### src/rtl/tick_sched_pkg.sv
// tick_sched_pkg: shared types and helpers for the tick scheduler.
//   state_e : run/stop state of the shared prescaler
//   ch_w()  : width of a channel index; never 0, even for a single channel
package tick_sched_pkg;

  typedef enum logic {
    ST_STOP = 1'b0,
    ST_RUN  = 1'b1
  } state_e;

  function automatic int ch_w(input int n);
    return (n > 1) ? $clog2(n) : 1;
  endfunction

endpackage

### src/rtl/tick_scheduler_if.sv
// tick_scheduler_if: channel-period configuration write port (valid/ready).
//   cfg_valid  host -> sched  write request
//   cfg_ready  sched -> host  write accepted on valid & ready
//   cfg_ch     host -> sched  target channel; out-of-range values are dropped
//   cfg_period host -> sched  half-period in base ticks, 0 = channel off
interface tick_scheduler_if
  import tick_sched_pkg::*;
#(
  parameter int NUM_CH   = 4,
  parameter int PERIOD_W = 16
) ();

  logic                      cfg_valid;
  logic                      cfg_ready;
  logic [ch_w(NUM_CH)-1:0]   cfg_ch;
  logic [PERIOD_W-1:0]       cfg_period;

  modport master (output cfg_valid, output cfg_ch, output cfg_period, input  cfg_ready);
  modport slave  (input  cfg_valid, input  cfg_ch, input  cfg_period, output cfg_ready);

endinterface

### src/rtl/tick_sched_channel.sv
// tick_sched_channel: one divider channel clocked by the shared base tick.
//   clk, rst_n   clock / async active-low reset
//   tick         base tick pulse
//   clear        phase restart: counter and output to 0, period kept
//   load         write load_period, restart phase
//   load_period  new half-period (0 = off)
//   ch_out       square-wave output, toggles every period base ticks
//   ch_pulse     (TICK_SCHED_PULSE_EN only) 1-cycle pulse with each 0->1 of ch_out
module tick_sched_channel #(
  parameter int PERIOD_W = 16
) (
  input  logic                clk,
  input  logic                rst_n,
  input  logic                tick,
  input  logic                clear,
  input  logic                load,
  input  logic [PERIOD_W-1:0] load_period,
  output logic                ch_out
`ifdef TICK_SCHED_PULSE_EN
  ,
  output logic                ch_pulse
`endif
);

  logic [PERIOD_W-1:0] period_q;
  logic [PERIOD_W-1:0] cnt_q;
  logic [PERIOD_W-1:0] term;
  logic                wrap;

  // Terminal count kept in PERIOD_W bits; period 0 is handled before it is used.
  assign term = period_q - PERIOD_W'(1);
  assign wrap = (period_q != '0) && (cnt_q == term);

  always_ff @(posedge clk or negedge rst_n) begin
    if (!rst_n) begin
      period_q <= '0;
      cnt_q    <= '0;
      ch_out   <= 1'b0;
    end else if (clear) begin
      cnt_q    <= '0;
      ch_out   <= 1'b0;
    end else if (load) begin
      period_q <= load_period;
      cnt_q    <= '0;
      ch_out   <= 1'b0;
    end else if (tick) begin
      if (period_q == '0) begin
        cnt_q  <= '0;
        ch_out <= 1'b0;
      end else if (wrap) begin
        cnt_q  <= '0;
        ch_out <= ~ch_out;
      end else begin
        cnt_q  <= cnt_q + PERIOD_W'(1);
      end
    end
  end

`ifdef TICK_SCHED_PULSE_EN
  // Registered alongside ch_out so the pulse lines up with the rising edge.
  always_ff @(posedge clk or negedge rst_n) begin
    if (!rst_n) ch_pulse <= 1'b0;
    else        ch_pulse <= tick && !clear && !load && wrap && !ch_out;
  end
`endif

endmodule

### src/rtl/tick_scheduler.sv
// tick_scheduler: one shared prescaler (clk -> base tick) driving NUM_CH
// small period dividers with square-wave outputs.
//   clk, rst_n  clock / async active-low reset
//   run_en      level: 1 = run, 0 = stop (prescaler held, channel phase kept)
//   sync_req    1-cycle pulse: restart prescaler and clear every channel phase
//   cfg         tick_scheduler_if.slave period write port
//   base_tick   1-cycle pulse at prescaler terminal count
//   ch_out      per-channel square waves
//   ch_pulse    per-channel rising-edge pulses, only with TICK_SCHED_PULSE_EN defined
module tick_scheduler
  import tick_sched_pkg::*;
#(
  parameter int NUM_CH       = 4,
  parameter int PRESCALE_W   = 24,
  parameter int PRESCALE_MAX = 12000 - 1,
  parameter int PERIOD_W     = 16
) (
  input  logic               clk,
  input  logic               rst_n,
  input  logic               run_en,
  input  logic               sync_req,
  tick_scheduler_if.slave    cfg,
  output logic               base_tick,
  output logic [NUM_CH-1:0]  ch_out
`ifdef TICK_SCHED_PULSE_EN
  ,
  output logic [NUM_CH-1:0]  ch_pulse
`endif
);

  localparam int                  CH_W    = ch_w(NUM_CH);
  localparam logic [PRESCALE_W-1:0] PRE_TC = PRESCALE_W'(PRESCALE_MAX);

  state_e                state_q, state_d;
  logic [PRESCALE_W-1:0] pre_q;
  logic                  wr;

  always_ff @(posedge clk or negedge rst_n) begin
    if (!rst_n) state_q <= ST_STOP;
    else        state_q <= state_d;
  end

  // sync_req never changes state; it only restarts phase.
  // Writes are refused while a tick or sync is being applied so a load never
  // races a channel update in the same cycle.
  always_comb begin
    state_d       = state_q;
    base_tick     = 1'b0;
    cfg.cfg_ready = 1'b1;
    case (state_q)
      ST_STOP: if (run_en)  state_d = ST_RUN;
      ST_RUN:  if (!run_en) state_d = ST_STOP;
      default:              state_d = ST_STOP;
    endcase
    base_tick     = (state_q == ST_RUN) && (pre_q == PRE_TC) && !sync_req;
    cfg.cfg_ready = !base_tick && !sync_req;
  end

  always_ff @(posedge clk or negedge rst_n) begin
    if (!rst_n)                             pre_q <= '0;
    else if (sync_req || state_q != ST_RUN) pre_q <= '0;
    else if (pre_q == PRE_TC)               pre_q <= '0;
    else                                    pre_q <= pre_q + PRESCALE_W'(1);
  end

  assign wr = cfg.cfg_valid && cfg.cfg_ready;

  // Out-of-range cfg_ch matches no instance, so the write is accepted and dropped.
  for (genvar i = 0; i < NUM_CH; i++) begin : g_ch
    tick_sched_channel #(.PERIOD_W(PERIOD_W)) u_ch (
      .clk         (clk),
      .rst_n       (rst_n),
      .tick        (base_tick),
      .clear       (sync_req),
      .load        (wr && (cfg.cfg_ch == CH_W'(i))),
      .load_period (cfg.cfg_period),
      .ch_out      (ch_out[i])
`ifdef TICK_SCHED_PULSE_EN
      ,
      .ch_pulse    (ch_pulse[i])
`endif
    );
  end

endmodule

### src/flat_wrapper.sv
// flat-port wrapper written by rule: the top's interface ports become plain ports
module tick_scheduler_flat import tick_sched_pkg::*;
#(
  parameter int NUM_CH       = 4,
  parameter int PRESCALE_W   = 24,
  parameter int PRESCALE_MAX = 12000 - 1,
  parameter int PERIOD_W     = 16
)
  (clk, rst_n, run_en, sync_req, base_tick, ch_out, cfg_cfg_valid, cfg_cfg_ch, cfg_cfg_period, cfg_cfg_ready);
  tick_scheduler_if #(.NUM_CH(NUM_CH), .PERIOD_W(PERIOD_W)) cfg_i ();
  input  logic clk;
  input  logic rst_n;
  input  logic run_en;
  input  logic sync_req;
  output logic base_tick;
  output logic [NUM_CH-1:0] ch_out;
  input wire logic [$bits(cfg_i.cfg_valid)-1:0] cfg_cfg_valid;
  input wire logic [$bits(cfg_i.cfg_ch)-1:0] cfg_cfg_ch;
  input wire logic [$bits(cfg_i.cfg_period)-1:0] cfg_cfg_period;
  output wire logic [$bits(cfg_i.cfg_ready)-1:0] cfg_cfg_ready;
  assign cfg_i.cfg_valid = cfg_cfg_valid;
  assign cfg_i.cfg_ch = cfg_cfg_ch;
  assign cfg_i.cfg_period = cfg_cfg_period;
  assign cfg_cfg_ready = cfg_i.cfg_ready;
  tick_scheduler #(.NUM_CH(NUM_CH), .PRESCALE_W(PRESCALE_W), .PRESCALE_MAX(PRESCALE_MAX), .PERIOD_W(PERIOD_W)) u_core (.clk(clk), .rst_n(rst_n), .run_en(run_en), .sync_req(sync_req), .cfg(cfg_i), .base_tick(base_tick), .ch_out(ch_out));
endmodule
### config.mk
export PLATFORM = sky130hd
export DESIGN_NAME = tick_scheduler_flat
export DESIGN_NICKNAME = d
export VERILOG_FILES = /design/src/rtl/tick_sched_pkg.sv /design/src/rtl/tick_scheduler_if.sv /design/src/rtl/tick_sched_channel.sv /design/src/rtl/tick_scheduler.sv /design/src/flat_wrapper.sv
export SDC_FILE = /design/constraint.sdc
export NUM_CORES = 1
export LEC_CHECK = 0
export CORE_MARGIN = 3
export CORE_UTILIZATION = 30
export CTS_CLUSTER_SIZE = 40
export DETAILED_ROUTE_END_ITERATION = 12
export PLACE_DENSITY = 0.52
export SLEW_MARGIN = 20
export SYNTH_ARGS = -nofsm -noshare
export SYNTH_HDL_FRONTEND = slang
export SYNTH_SLANG_ARGS = --single-unit
### constraint.sdc
create_clock -name clk -period 6.1 [get_ports clk]
set_input_delay 0.915 -clock clk [delete_from_list [all_inputs] [get_ports clk]]
set_output_delay 0.915 -clock clk [all_outputs]
set_load 0.1 [all_outputs]
* Yosys cells after proc, flatten, opt, wreduce, memory -nomap -nowiden
Index checks and enable logic that the tools add are counted.
** Storage, ports and cells
- Register bits after elaboration :: 157
- Bits of input ports :: 23
** Cells by class
- Add/sub/neg operators :: 9
- Eq/ne operators :: 8
- Mux-type cells :: 43
- Bitwise logic cells :: 6
- Reduce and logical (&&, ||, !) cells :: 40
** Operator list (count)
- 16-bit 2-to-1 mux :: 20
- 16-bit by 1-bit adder with 16-bit output (second input constant) :: 4
- 16-bit == test :: 4
- 16-bit logical NOT :: 4
- 16-bit nonzero test :: 4
- 16-bit by 1-bit subtractor with 16-bit output (second input constant) :: 4
- 24-bit 2-to-1 mux :: 2
- 24-bit by 1-bit adder with 24-bit output (second input constant) :: 1
- 24-bit by 14-bit == test with 1-bit output (second input constant) :: 1
- 1-bit 2-to-1 mux :: 21
- 2-bit AND reduction :: 8
- 4-bit nonzero test :: 4
- 1-bit logical AND :: 12
- 3-bit nonzero test :: 4
- 1-bit NOT :: 6
- 2-bit == test (second input constant) :: 2
- 2-bit by 1-bit == test with 1-bit output (second input constant) :: 1
- 1-bit logical NOT :: 2
- 2-bit logical NOT :: 1
- 1-bit logical OR :: 1

* Longest topological paths before layout
- Word-level depth :: 9
- Gate-level depth with buffers :: 12

* By module
Synthesis repeated with hierarchy kept, for this count alone.
** Unflattened totals
- Cell total of the unflattened synthesis :: 1027
- Area total of the unflattened synthesis :: 9818.2 µm²
** Modules (own cells, without submodules)
- tick_sched_channel (u_core.g_ch[1].u_ch ...) :: times used 3, cells each 223, area each 2128.3 µm², sequential area each 825.8 µm²
- tick_sched_channel (u_core.g_ch[0].u_ch) :: times used 1, cells each 216, area each 2082.0 µm², sequential area each 825.8 µm²
- tick_scheduler :: times used 1, cells each 142, area each 1351.3 µm², sequential area each 625.6 µm²

* Worst setup path before layout
OpenSTA, ideal clock, no wires.
- Kind :: flip-flop to output port
- From :: register u_core.pre_q[0]
- To :: output base_tick
- Data arrival time :: 3.316 ns
- Required time :: 5.185 ns
- Slack :: 1.869 ns
- Cell stages (with the launch flop) :: 6
- Cell sequence :: dfrtp_1 > ha_1 > and4_1 > and4_1 > nand3_1 > nor3b_1
** Between the ends
- Cells in the longest elaborated chain, start to end :: 3
** RTL lines
- start: declaration :: line tick_scheduler.sv:35 : logic [PRESCALE_W-1:0] pre_q;
- start signal: assignment :: line tick_scheduler.sv:63 : else pre_q <= pre_q + PRESCALE_W'(1);
- 24-bit by 14-bit == test with 1-bit output :: line tick_scheduler.sv:55 : base_tick = (state_q == ST_RUN) && (pre_q == PRE_TC) && !sync_req;
- 1-bit logical AND (2 in series) :: line tick_scheduler.sv:55
- end: declaration :: line flat_wrapper.sv:15 : output logic base_tick;
Every way passes these cells.

* Worst setup path in the final report
- From :: register u_core.pre_q[0]
- To :: output cfg_cfg_ready
** Between the ends
- Cells in the longest elaborated chain, start to end :: 5
** RTL lines
- 24-bit by 14-bit == test with 1-bit output :: line tick_scheduler.sv:55
- 1-bit logical AND (2 in series) :: line tick_scheduler.sv:55
- 1-bit logical NOT :: line tick_scheduler.sv:56 : cfg.cfg_ready = !base_tick && !sync_req;
- 1-bit logical AND :: line tick_scheduler.sv:56
- end: declaration :: line flat_wrapper.sv:20 : output wire logic [$bits(cfg_i.cfg_ready)-1:0] cfg_cfg_ready;
Every way passes these cells.

==> impl_metrics.py <==
metrics = {
    "outcome": {
        "status": "completed",
    },
    "clock_tree": {
        "cts_tree": "done",
        "cts_buffer_depth": 2,
        "clock_sinks": 157,
        "post_cts_buffers": 0,
        "clk_latency_ns": 0.43,
        "postCtsHoldBufs": 0,
        "h-tree-depth": 4,
        "cts_buffers": 17,
        "clockRootBuffer": "clkbuf_16",
        "clk_pin_slew_ns": 0.06,
        "cts-resized-gates": 0,
    },
    "synth": {
        "ys_ff_latch": 157,
        "synth-edff-count": 0,
        "syn_area_per_cell_sq_um": 9.68,
        "yosys_warnings": 0,
        "synth-xor-area-share_pct": 11.2,
        "synthSimpleGateAreaFrac_pct": 23.7,
        "yosys.cell_types.count": 72,
        "syn-cell-area_sq_um": 9540,
        "netlist_instances": 985,
        "synth-compound-area-share_pct": 11.0,
        "synthAdderAreaFrac_pct": 1.71,
        "synth-main-ff-cell": "dfrtp_1",
        "synthArstFlopShare_pct": 100,
        "syn_nets": 1021,
        "muxShareOfSynthArea_pct": 8.12,
        "synth_top_family_by_area": "simple AND/OR/NAND/NOR gates",
        "synth-seq-area-share_pct": 41.2,
    },
    "grt": {
        "grt_pass1_wl_um": 38700,
        "grt_pass1_vias": 7000,
        "grt-ovfl-total": 0,
        "grt_max_degree": 93,
        "antenna_found_initial": 0,
        "track_usage_pct": 14.3,
    },
    "detailed_routing": {
        "routed_wl_um": 23100,
        "wl_per_cell_um": 16.5,
        "vias": 7263,
        "first_pass_iters": 5,
        "drt_iter0_markers": 482,
        "via_per_inst": 5.20,
        "drtAntennaViolNets": 0,
        "drc_errors": 0,
    },
    "sta": {
        "worst_slew_pin_slew_ns": 0.987,
        "max_freq_mhz": 231,
        "grt_setup_unrepaired": "false",
        "hold_viol_final": 0,
        "finalSetupTns_ns": 0,
        "max_slew_margin_pct": 34.0,
        "fin_ws_ns": 1.77,
        "setup_violations": 0,
        "slew_viol_final": 0,
        "skew_ns": 0.0258,
        "min_period_ns": 4.33,
        "post-route-period-util_pct": 71.0,
    },
    "layout": {
        "diodes": 0,
        "final_common_cell": "dfrtp_1",
        "syn2layout_area_growth_pct": 12.0,
        "layout_common_cells": "dfrtp_1 (157), nor2_1 (98), xor2_1 (67), mux2_2 (67)",
        "layout-drive-gt1-share_pct": 12.1,
        "nets": 1028,
    },
    "pwr": {
        "power_density_nw_per_um2": 276,
        "totalPowerFinal_mw": 2.95,
        "leakage_nw": 4.36,
        "peakVddDrop_uv": 218,
    },
    "setup_path": {
        "worstSetupStartpointType": "flip-flop",
        "crit_path_end_kind": "output port",
        "crit_required_ns": 5.18,
        "r2r_slack_ns": 2.59,
        "worstSetupPathType": "flip-flop to output port",
        "cp_max_fo": 10,
        "arrival_ns": 3.42,
    },
    "place": {
        "dp_slack_ns": 1.96,
        "dpl.hpwl_um": 16500,
        "gp_congestion": 0.811,
        "numPortBuffers": 28,
    },
    "worst_hold_path": {
        "min_path_type": "flip-flop to flip-flop",
    },
    "die": {
        "coreArea_sq_um": 31000,
        "die_area_sq_um": 34000,
        "fp.dieW_um": 184,
        "io_pins": 29,
        "rows": 64,
        "die_h_um": 184,
        "start_util_pct": 30.8,
    },
    "job": {
        "drv_cap": 0,
    },
}
## synth_stat cells, types with 13 or more instances
master | number | area share (%)
nor2_1 | 98 | 3.9
o21ai_0 | 46 | 2.4
nand4_1 | 23 | 1.5
nand3_1 | 37 | 1.9
clkbuf_1 | 25 | 0.98
mux2_2 | 67 | 7.9
xor2_1 | 67 | 6.2
a22o_1 | 20 | 1.8
inv_1 | 22 | 0.87
a21oi_1 | 14 | 0.73
nor4_1 | 20 | 1.3
nand2_1 | 52 | 2.0
nor2b_1 | 23 | 1.5
ha_1 | 13 | 1.7
and3_1 | 27 | 1.8
dfrtp_1 | 157 | 41
or3_1 | 20 | 1.3
nand2b_1 | 16 | 1.0
nor3_1 | 29 | 1.5
xnor2_1 | 52 | 4.8
## final timing paths
check                                                 from  cells after the start                          endpoint
max in group asynchronous                            rst_n                      2  u_core.g_ch[3].u_ch.period_q[13]
max                                        u_core.pre_q[0]                      7                     cfg_cfg_ready
min in group asynchronous                            rst_n                      1                  u_core.pre_q[10]
min reg2reg                                u_core.pre_q[0]                      1                   u_core.pre_q[0]
min                                        u_core.pre_q[0]                      1                   u_core.pre_q[0]
max reg2reg                u_core.g_ch[1].u_ch.period_q[2]                      8        u_core.g_ch[1].u_ch.ch_out
## state kept, by name (all words and copies together) (netlist names)
name	count
u_core.g_ch.u_ch.cnt_q	64
u_core.g_ch.u_ch.period_q	64
u_core.pre_q	24
u_core.g_ch.u_ch.ch_out	4
u_core.state_q	1
## power by group
part	leakage, nW	switching (mW)	internal, mW	total, mW
clock	0.263	0.420	0.613	1.03
sequential	2.06	0.181	1.15	1.33
combinational	2.04	0.297	0.294	0.591
## layer usage
layer	vias up	share of wire, %	track usage, %
li1	3579	-	-
met1	3574	52	21.0
met2	93	45	21.9
met3	17	2.3	2.21
met4	0	1.3	3.72
met5	-	0	0
## layout make-up
class | count | area, sq um
Clock buffer | 21 | 460
Clock inverter | 7 | 92.6
Fill cell | 3106 | 20300
Inverter | 23 | 86.3
Multi-Input combinational cell | 762 | 5320
Sequential cell | 157 | 3930
Tap cell | 396 | 495
Timing Repair Buffer | 31 | 304
## cell families (layout without fill, tap and decap cells)
logic type / after synthesis / in the layout
compound gates: 150 / 150
xor+xnor: 120 / 120
fa+ha+maj: 13 / 13
buf+inv: 66 / 82
flops: 157 / 157
mux: 69 / 69
simple gates: 410 / 410
## critical path, cell delays in order, from the launching register on
cell	delay [ns]
dfrtp_1	0.41
ha_1	0.24
and4_1	0.26
and4_1	0.20
nand4_1	0.29
nand2b_1	0.19
inv_2	0.22
clkdlybuf4s50_1	1.17
## metrics by stage
stage | cells | area (sq um) | hold slack [ns] | utilization, %
CTS | 1397 | 10700 | 0.496 | 34.5
detailed placement | 1369 | 10100 | 0.487 | 32.7
global route | 1397 | 10700 | 0.534 | 34.5
finish | 1397 | 10700 | 0.493 | 34.5
floorplan | 985 | 9540 | 0.455 | -
global placement | 1369 | 10100 | 0.471 | 32.7
Note: power is estimated with default switching activity, not from simulation.
